===== src/rtl/div_pkg.sv =====
// div_pkg: shared types and constants for the divider sequencer
package div_pkg;

    localparam int DEF_WIDTH   = 32;
    localparam int DEF_TIMEOUT = 40;

    typedef enum logic [1:0] {IDLE, LOAD, RUN, DONE} state_t;

    // divide-by-zero result: all-ones quotient, remainder echoes the dividend
    localparam logic [DEF_WIDTH-1:0] DZ_Q   = '1;
    localparam logic                 DZ_ERR = 1'b1;

endpackage


===== src/rtl/div_arbiter_rr_arb2.sv =====
// rr_arb2: two-way round-robin grant; sel = 1 picks B, prio breaks ties
module rr_arb2 (
    input  logic req_a,
    input  logic req_b,
    input  logic prio,
    output logic gnt,
    output logic sel
);

    assign gnt = req_a | req_b;
    assign sel = req_b & (~req_a | prio);

endmodule


===== src/rtl/div_arbiter.sv =====
// div_arbiter: two-port round-robin sequencer for the shared divider
module div_arbiter
    import div_pkg::*;
#(
    parameter int WIDTH   = DEF_WIDTH,
    parameter int TIMEOUT = DEF_TIMEOUT
) (
    input  logic             clk,
    input  logic             Rst,
    input  logic             req_a,
    input  logic             req_b,
    input  logic [WIDTH-1:0] dvnd_a,
    input  logic [WIDTH-1:0] dvnd_b,
    input  logic [WIDTH-1:0] dvsr_a,
    input  logic [WIDTH-1:0] dvsr_b,
    output logic             ack_a,
    output logic             ack_b,
    output logic [WIDTH-1:0] q_a,
    output logic [WIDTH-1:0] q_b,
    output logic [WIDTH-1:0] r_a,
    output logic [WIDTH-1:0] r_b,
    output logic             err_a,
    output logic             err_b,
    output logic [WIDTH-1:0] div_dvnd,
    output logic [WIDTH-1:0] div_dvsr,
    output logic             div_rst,
    output logic             div_run,
    input  logic             div_rdy,
    input  logic [WIDTH-1:0] div_q,
    input  logic [WIDTH-1:0] div_r
);

    localparam int CW = $clog2(TIMEOUT + 1);

    state_t           state, state_nx;
    logic             prio, owner, gnt, sel, dz, tmo;
    logic             res_we, res_own, res_e;
    logic [WIDTH-1:0] dvnd_l, dvsr_l, dvnd_g, dvsr_g, res_q, res_r;
    logic [CW-1:0]    cnt;

    rr_arb2 u_arb (
        .req_a(req_a),
        .req_b(req_b),
        .prio (prio),
        .gnt  (gnt),
        .sel  (sel)
    );

    assign dvnd_g = sel ? dvnd_b : dvnd_a;
    assign dvsr_g = sel ? dvsr_b : dvsr_a;
    assign dz     = dvsr_g == '0;
    assign tmo    = cnt == CW'(TIMEOUT - 1);

    // result write-back: divide-by-zero at grant, or divider finish/timeout in RUN
    always_comb begin
        res_we  = (state == IDLE && gnt && dz) || (state == RUN && (div_rdy || tmo));
        res_own = state == IDLE ? sel : owner;
        res_q   = state == IDLE ? '1 : div_rdy ? div_q : '0;
        res_r   = state == IDLE ? dvnd_g : div_rdy ? div_r : '0;
        res_e   = state == IDLE ? DZ_ERR : ~div_rdy;
    end

    // next-state sequencing; a ready divider wins over a same-cycle timeout
    always_comb begin
        state_nx = state;
        case (state)
            IDLE:    if (gnt) state_nx = dz ? DONE : LOAD;
            LOAD:    state_nx = RUN;
            RUN:     if (div_rdy || tmo) state_nx = DONE;
            default: state_nx = IDLE;
        endcase
    end

    // state register
    always_ff @(posedge clk) begin
        if (Rst) state <= IDLE;
        else     state <= state_nx;
    end

    // operand latch, run counter, per-port results and priority pointer
    always_ff @(posedge clk) begin
        if (Rst) begin
            prio   <= 1'b0;
            owner  <= 1'b0;
            dvnd_l <= '0;
            dvsr_l <= '0;
            cnt    <= '0;
            q_a    <= '0;
            r_a    <= '0;
            err_a  <= 1'b0;
            q_b    <= '0;
            r_b    <= '0;
            err_b  <= 1'b0;
        end else begin
            if (state == IDLE && gnt) begin
                owner  <= sel;
                dvnd_l <= dvnd_g;
                dvsr_l <= dvsr_g;
            end
            cnt <= state == RUN ? cnt + 1'b1 : '0;
            if (res_we && !res_own) begin
                q_a   <= res_q;
                r_a   <= res_r;
                err_a <= res_e;
            end
            if (res_we && res_own) begin
                q_b   <= res_q;
                r_b   <= res_r;
                err_b <= res_e;
            end
            if (state == DONE) prio <= ~owner;
        end
    end

    assign ack_a    = state == DONE && !owner;
    assign ack_b    = state == DONE && owner;
    assign div_rst  = Rst || state == LOAD;
    assign div_run  = state == RUN;
    assign div_dvnd = dvnd_l;
    assign div_dvsr = dvsr_l;

endmodule


===== config.mk =====
export PLATFORM = sky130hd
export DESIGN_NAME = div_arbiter
export DESIGN_NICKNAME = d
export VERILOG_FILES = /design/src/rtl/div_pkg.sv /design/src/rtl/div_arbiter_rr_arb2.sv /design/src/rtl/div_arbiter.sv
export SDC_FILE = /design/constraint.sdc
export NUM_CORES = 1
export LEC_CHECK = 0
export CORE_ASPECT_RATIO = 1.75
export CORE_MARGIN = 2
export CORE_UTILIZATION = 35
export CTS_CLUSTER_DIAMETER = 50
export DETAILED_ROUTE_END_ITERATION = 8
export GPL_TIMING_DRIVEN = 0
export PLACE_DENSITY_LB_ADDON = 0.05
export SYNTH_ARGS = -nofsm -noshare
export SYNTH_HDL_FRONTEND = slang
export SYNTH_SLANG_ARGS = --single-unit

===== constraint.sdc =====
create_clock -name clk -period 5.4 [get_ports clk]
set_input_delay 0.81 -clock clk [delete_from_list [all_inputs] [get_ports clk]]
set_output_delay 0.81 -clock clk [all_outputs]
set_load 0.01 [all_outputs]

==> Yosys cells after proc, flatten, opt, wreduce, memory -nomap -nowiden <==
Cells that the tools add are included.
{ "op_classes": {"add_sub_neg": 1, "eq_ne": 6, "muxes": 12, "bitwise": 7, "n_reduce_logical": 16} }
{ "op_table": {"columns": ["operator", "n"], "rows": [
  ["2-to-1 mux 32 bit", 6],
  ["logical NOT 32 bit", 1],
  ["logical AND 1 bit", 7],
  ["adder 6 x 1 -> 6 bit, second input constant", 1],
  ["== test 6 bit, second input constant", 1],
  ["2-to-1 mux 2 bit", 3],
  ["one-hot mux 2 bit (3 select lines)", 1],
  ["== test 2 bit, second input constant", 2],
  ["inverter 1 bit", 4],
  ["logical OR 1 bit", 3],
  ["== test 2 x 1 -> 1 bit, second input constant", 1],
  ["logical NOT 1 bit", 2],
  ["logical NOT 2 bit", 1],
  ["2-to-1 mux 1 bit", 2],
  ["!= test 2 x 1 -> 1 bit, second input constant", 1],
  ["!= test 2 bit, second input constant", 1],
  ["OR 1 bit", 2],
  ["AND reduction 2 bit", 1],
  ["OR reduction 2 bit", 1],
  ["AND 1 bit", 1]
]} }
{ "totals": {"register_bits": 204, "in_bits": 197, "output_inout_bits": 198, "word_cells": 54} }

==> Depth between registers and ports, before layout <==
{ "depth": {"ltp_word": 8, "depth_mapped": 10, "mapped_depth_nobuf": 7} }

==> By module <==
Synthesis repeated with hierarchy kept, for this count alone.
{ "hier_totals": {"hier_cells": 951, "area_unflattened_um2": 9160.0} }
{ "modules_own_cells": {"columns": ["module", "instances", "cells_per_inst", "area_per_inst_um2", "seq_area_each_um2"], "rows": [
  ["div_arbiter", 1, 948, 9142.5, 4083.9],
  ["rr_arb2", 1, 3, 17.5, 0.0]
]} }

==> Worst setup path after synthesis <==
OpenSTA, ideal clock, no wires.
{ "synth_path": {"path_type": "input-to-output", "from": "input Rst", "to": "output div_rst", "arrival_ns": 1.414, "t_required_ns": 4.590, "slack_ns": 3.176, "stages": 3, "n_path_buf": 2, "cell_sequence": "buf_2 clkbuf_1 or2_2"} }
{ "synth_between": {"elab_chain_cells": 1} }
{ "synth_lines": {"columns": ["element", "line", "text"], "rows": [
  ["from (decl)", "div_arbiter.sv:9", "input logic Rst,"],
  ["logical OR 1 bit", "div_arbiter.sv:117", "assign div_rst = Rst || state == LOAD;"],
  ["to (decl)", "div_arbiter.sv:26", "output logic div_rst,"]
]} }
Every way passes these cells.

==> Worst setup path in the final report <==
Same ends and word-level chain as after synthesis.

==> impl_metrics.tcl <==
set metrics [dict create \
    switching_share_pct 34.1 \
    netlist_instances 1026 \
    hold_depth 2 \
    power.density_nw_per_um2 370 \
    ys_warn_count 0 \
    finalNonFillerCells 1778 \
    synth_xor_area_share_pct 0.374 \
    rrSetupSlack_ns 3.12 \
    r2r_start "state[0]$_SDFFE_PP0P_" \
    synthMuxAreaShare_pct 6.94 \
    min_from "err_b$_SDFFE_PP0P_" \
    p_seq_share_pct 36.9 \
    clock_power_share_pct 26.2 \
    cts_buffers 21 \
    outcome "complete, no violations" \
    r2r-end "q_b[4]$_SDFFE_PP0P_" \
    die_h_um 221 \
    placed_cells 1741 \
    portBuffers 391 \
    cap_viol_max_count 0 \
    grt_max_degree 15 \
    gp_congestion 0.917 \
    slew_headroom_pct 48.7 \
    tightestPinTransition_ns 0.770 \
    hold_viol 0 \
    cp.required_ns 4.59 \
    path_clk_slew_ns 0.06 \
    drive_gt1_share_pct 7.71 \
    hold_class "reg -> reg" \
    rows 79 \
    synth_adder_area_share_pct 0.667 \
    root_buffer "clkbuf_16" \
    dpl.hpwl_mm 29.2 \
    rsz0062_at_grt "no" \
    holdWs_ns 0.446 \
    vias 9247 \
    synth.avg_cell_area_um2 9.14 \
    grt-busiest-layer "met2" \
    io_pins 395 \
    cts_tree "built" \
    worst_setup_path_start_kind "input pin" \
    grt_overflow 0 \
    cts_buffer_depth 3 \
    arrival_ns 2.23 \
    post-cts-setup-buffers 0 \
    crit_path_end_kind "output port" \
    final_cell_mix "clkdlybuf4s50_1 (391), dfxtp_1 (204), nand2_1 (100)" \
    synth.net_count 1228 \
    insertion_delay_ns 0.52 \
    yosysUniqueCellTypes 43 \
    die-width_um 128 \
    fin_setup_tns_ns 0 \
    min_to "err_b$_SDFFE_PP0P_" \
    intPower_mw 3.49 \
    switchingPower_mw 1.81 \
    setup-violations-final 0 \
    grt.met2_usage_pct 48.1 \
    fmax_mhz 329 \
    ff2ff_path_depth 8 \
    synth_compound_gate_area_share_pct 24.5 \
    cp_max_fo 10 \
    ys_seq_area_share_pct 43.5 \
    crit_type "in -> out" \
    start_util_pct 35.4 \
    clkSinkCount 204 \
    die-area_um2 28200 \
    syn_area_um2 9380 \
    post_drt_wl_per_cell_um 21.1 \
    fin_worst_skew_ns 0.0139 \
    cts_resized 0 \
    antenna_found_initial 2 \
    synth-simple-area-share_pct 16.2 \
    htreeDepth 1 \
    finalMaxSlewViolations 0 \
    wl_mm 37.5 \
    first_pass_iters 5 \
    avgViaCountPerCell 5.20 \
    place_area_um2 13700 \
    met3_usage_pct 6.72 \
    synth_seq_cells 204 \
    finalCritPeriodShare_pct 56.2 \
    drt_iter0_markers 492 \
    p_comb_share_pct 36.9 \
    coreArea_um2 26500 \
    area_growth_pct 52.7 \
    track_usage_pct 25.4 \
    postLayoutCellArea_um2 14300 \
    grt_pass1_wl_mm 55.5 \
    peakVddDrop_v 0.000270 \
    ant_nets 0 \
    fin_crit_ns 3.04 \
    final_nets 1642 \
    globalRouteMet1Util_pct 26.5 \
    drc_errors 0 \
    first_global_vias 9476 \
    final_common_cell "clkdlybuf4s50_1" \
    synth_top_family_by_area "compound AO/OA/AOI/OAI gates" \
    ctsHoldBuffers 0 \
    p_leak_nw 5.38 \
]
## power groups by stage
stage               sequential, mW  combinational, mW  clock (mW)
floorplan                     2.09              0.796           0
global placement              1.98               1.96           0
detailed placement            1.99               1.96           0
CTS                           1.96               1.97        1.41
global route                  1.99               2.12        1.47
finish                        1.96               1.96        1.39
## routing by layer
metal | share of wire, % | wire [µm]
met1 | 36 | 13600
met2 | 53 | 19900
met3 | 7.3 | 2740
met4 | 3.4 | 1290
met5 | 0 | 0
## worst max-delay path, stage by stage
cell             delay (ns)
buf_2                  0.17
clkbuf_1               0.46
or2_2                  0.20
clkdlybuf4s50_1        0.58
## synthesized netlist by cell type (all sizes together)
master,count,area share (%)
xnor2,2,0.19
inv,72,2.9
dfxtp,204,44
or4,1,0.080
a41oi,1,0.17
a221oi,64,8.6
nor2b,7,0.57
a32oi,1,0.17
nand3,2,0.11
o211ai,32,2.6
ha,5,0.67
nor3,2,0.11
o21ba,1,0.11
nor4,16,1.1
nor3b,1,0.13
o22ai,2,0.13
mux2i,65,6.9
clkbuf,58,2.3
xor2,2,0.19
a32o,1,0.11
a211oi,2,0.16
nand4,4,0.27
a21oi,37,2.0
nand2b,65,4.3
or2,1,0.067
nor2,78,3.2
buf,36,2.6
nand2,100,4.0
and2,33,2.2
a31o,1,0.093
o21bai,32,2.6
a311oi,64,6.0
o21ai,34,1.9
## per-stage QoR
stage	power [mW]	utilization [%]	worst slack [ns]
after floorplan	2.89	-	3.18
after global placement	3.94	51.7	2.35
after detailed placement	3.95	51.7	2.34
after CTS	5.34	54.0	2.37
after global routing	5.57	54.1	2.30
final	5.31	54.1	2.36
## cells by family (layout without fill, tap and decap cells)
family | after synthesis | after routing
multiplexers | 65 | 65
other | 0 | 2
buffers and inverters | 166 | 592
adder cells (fa/ha/maj) | 5 | 5
flip-flops | 204 | 204
AND/OR/NAND/NOR | 310 | 310
AO/OA/AOI/OAI | 272 | 272
XOR/XNOR | 4 | 4
## worst max-delay path by stage
stage	from	end	slack, ns	cells past startpoint
3_3_place_gp	dvsr_b[15]	q_b[8]$_SDFFE_PP0P_	2.35	8
6_report	Rst	div_rst	2.36	4
3_5_place_dp	dvsr_b[15]	q_b[10]$_SDFFE_PP0P_	2.34	8
5_1_grt	Rst	div_rst	2.30	4
4_1_cts	Rst	div_rst	2.37	4
2_1_floorplan	Rst	div_rst	3.18	3
## state kept, by name, indices dropped and copies added (netlist names), 2 cells and up
name      flops
r_b          32
q_a          32
r_a          32
state         2
q_b          32
div_dvnd     32
cnt           6
div_dvsr     32
## cell type report
type / count / area [µm²]
antenna: 2 / 5.00
buffer: 94 / 460
clock buffer: 30 / 589
clock inverter: 5 / 28.8
fill: 2488 / 12200
inverter: 72 / 270
multi-input combinational: 656 / 4560
sequential: 204 / 4080
tap: 324 / 405
timing repair buffer: 391 / 3910
(Power assumes the default switching activity.)
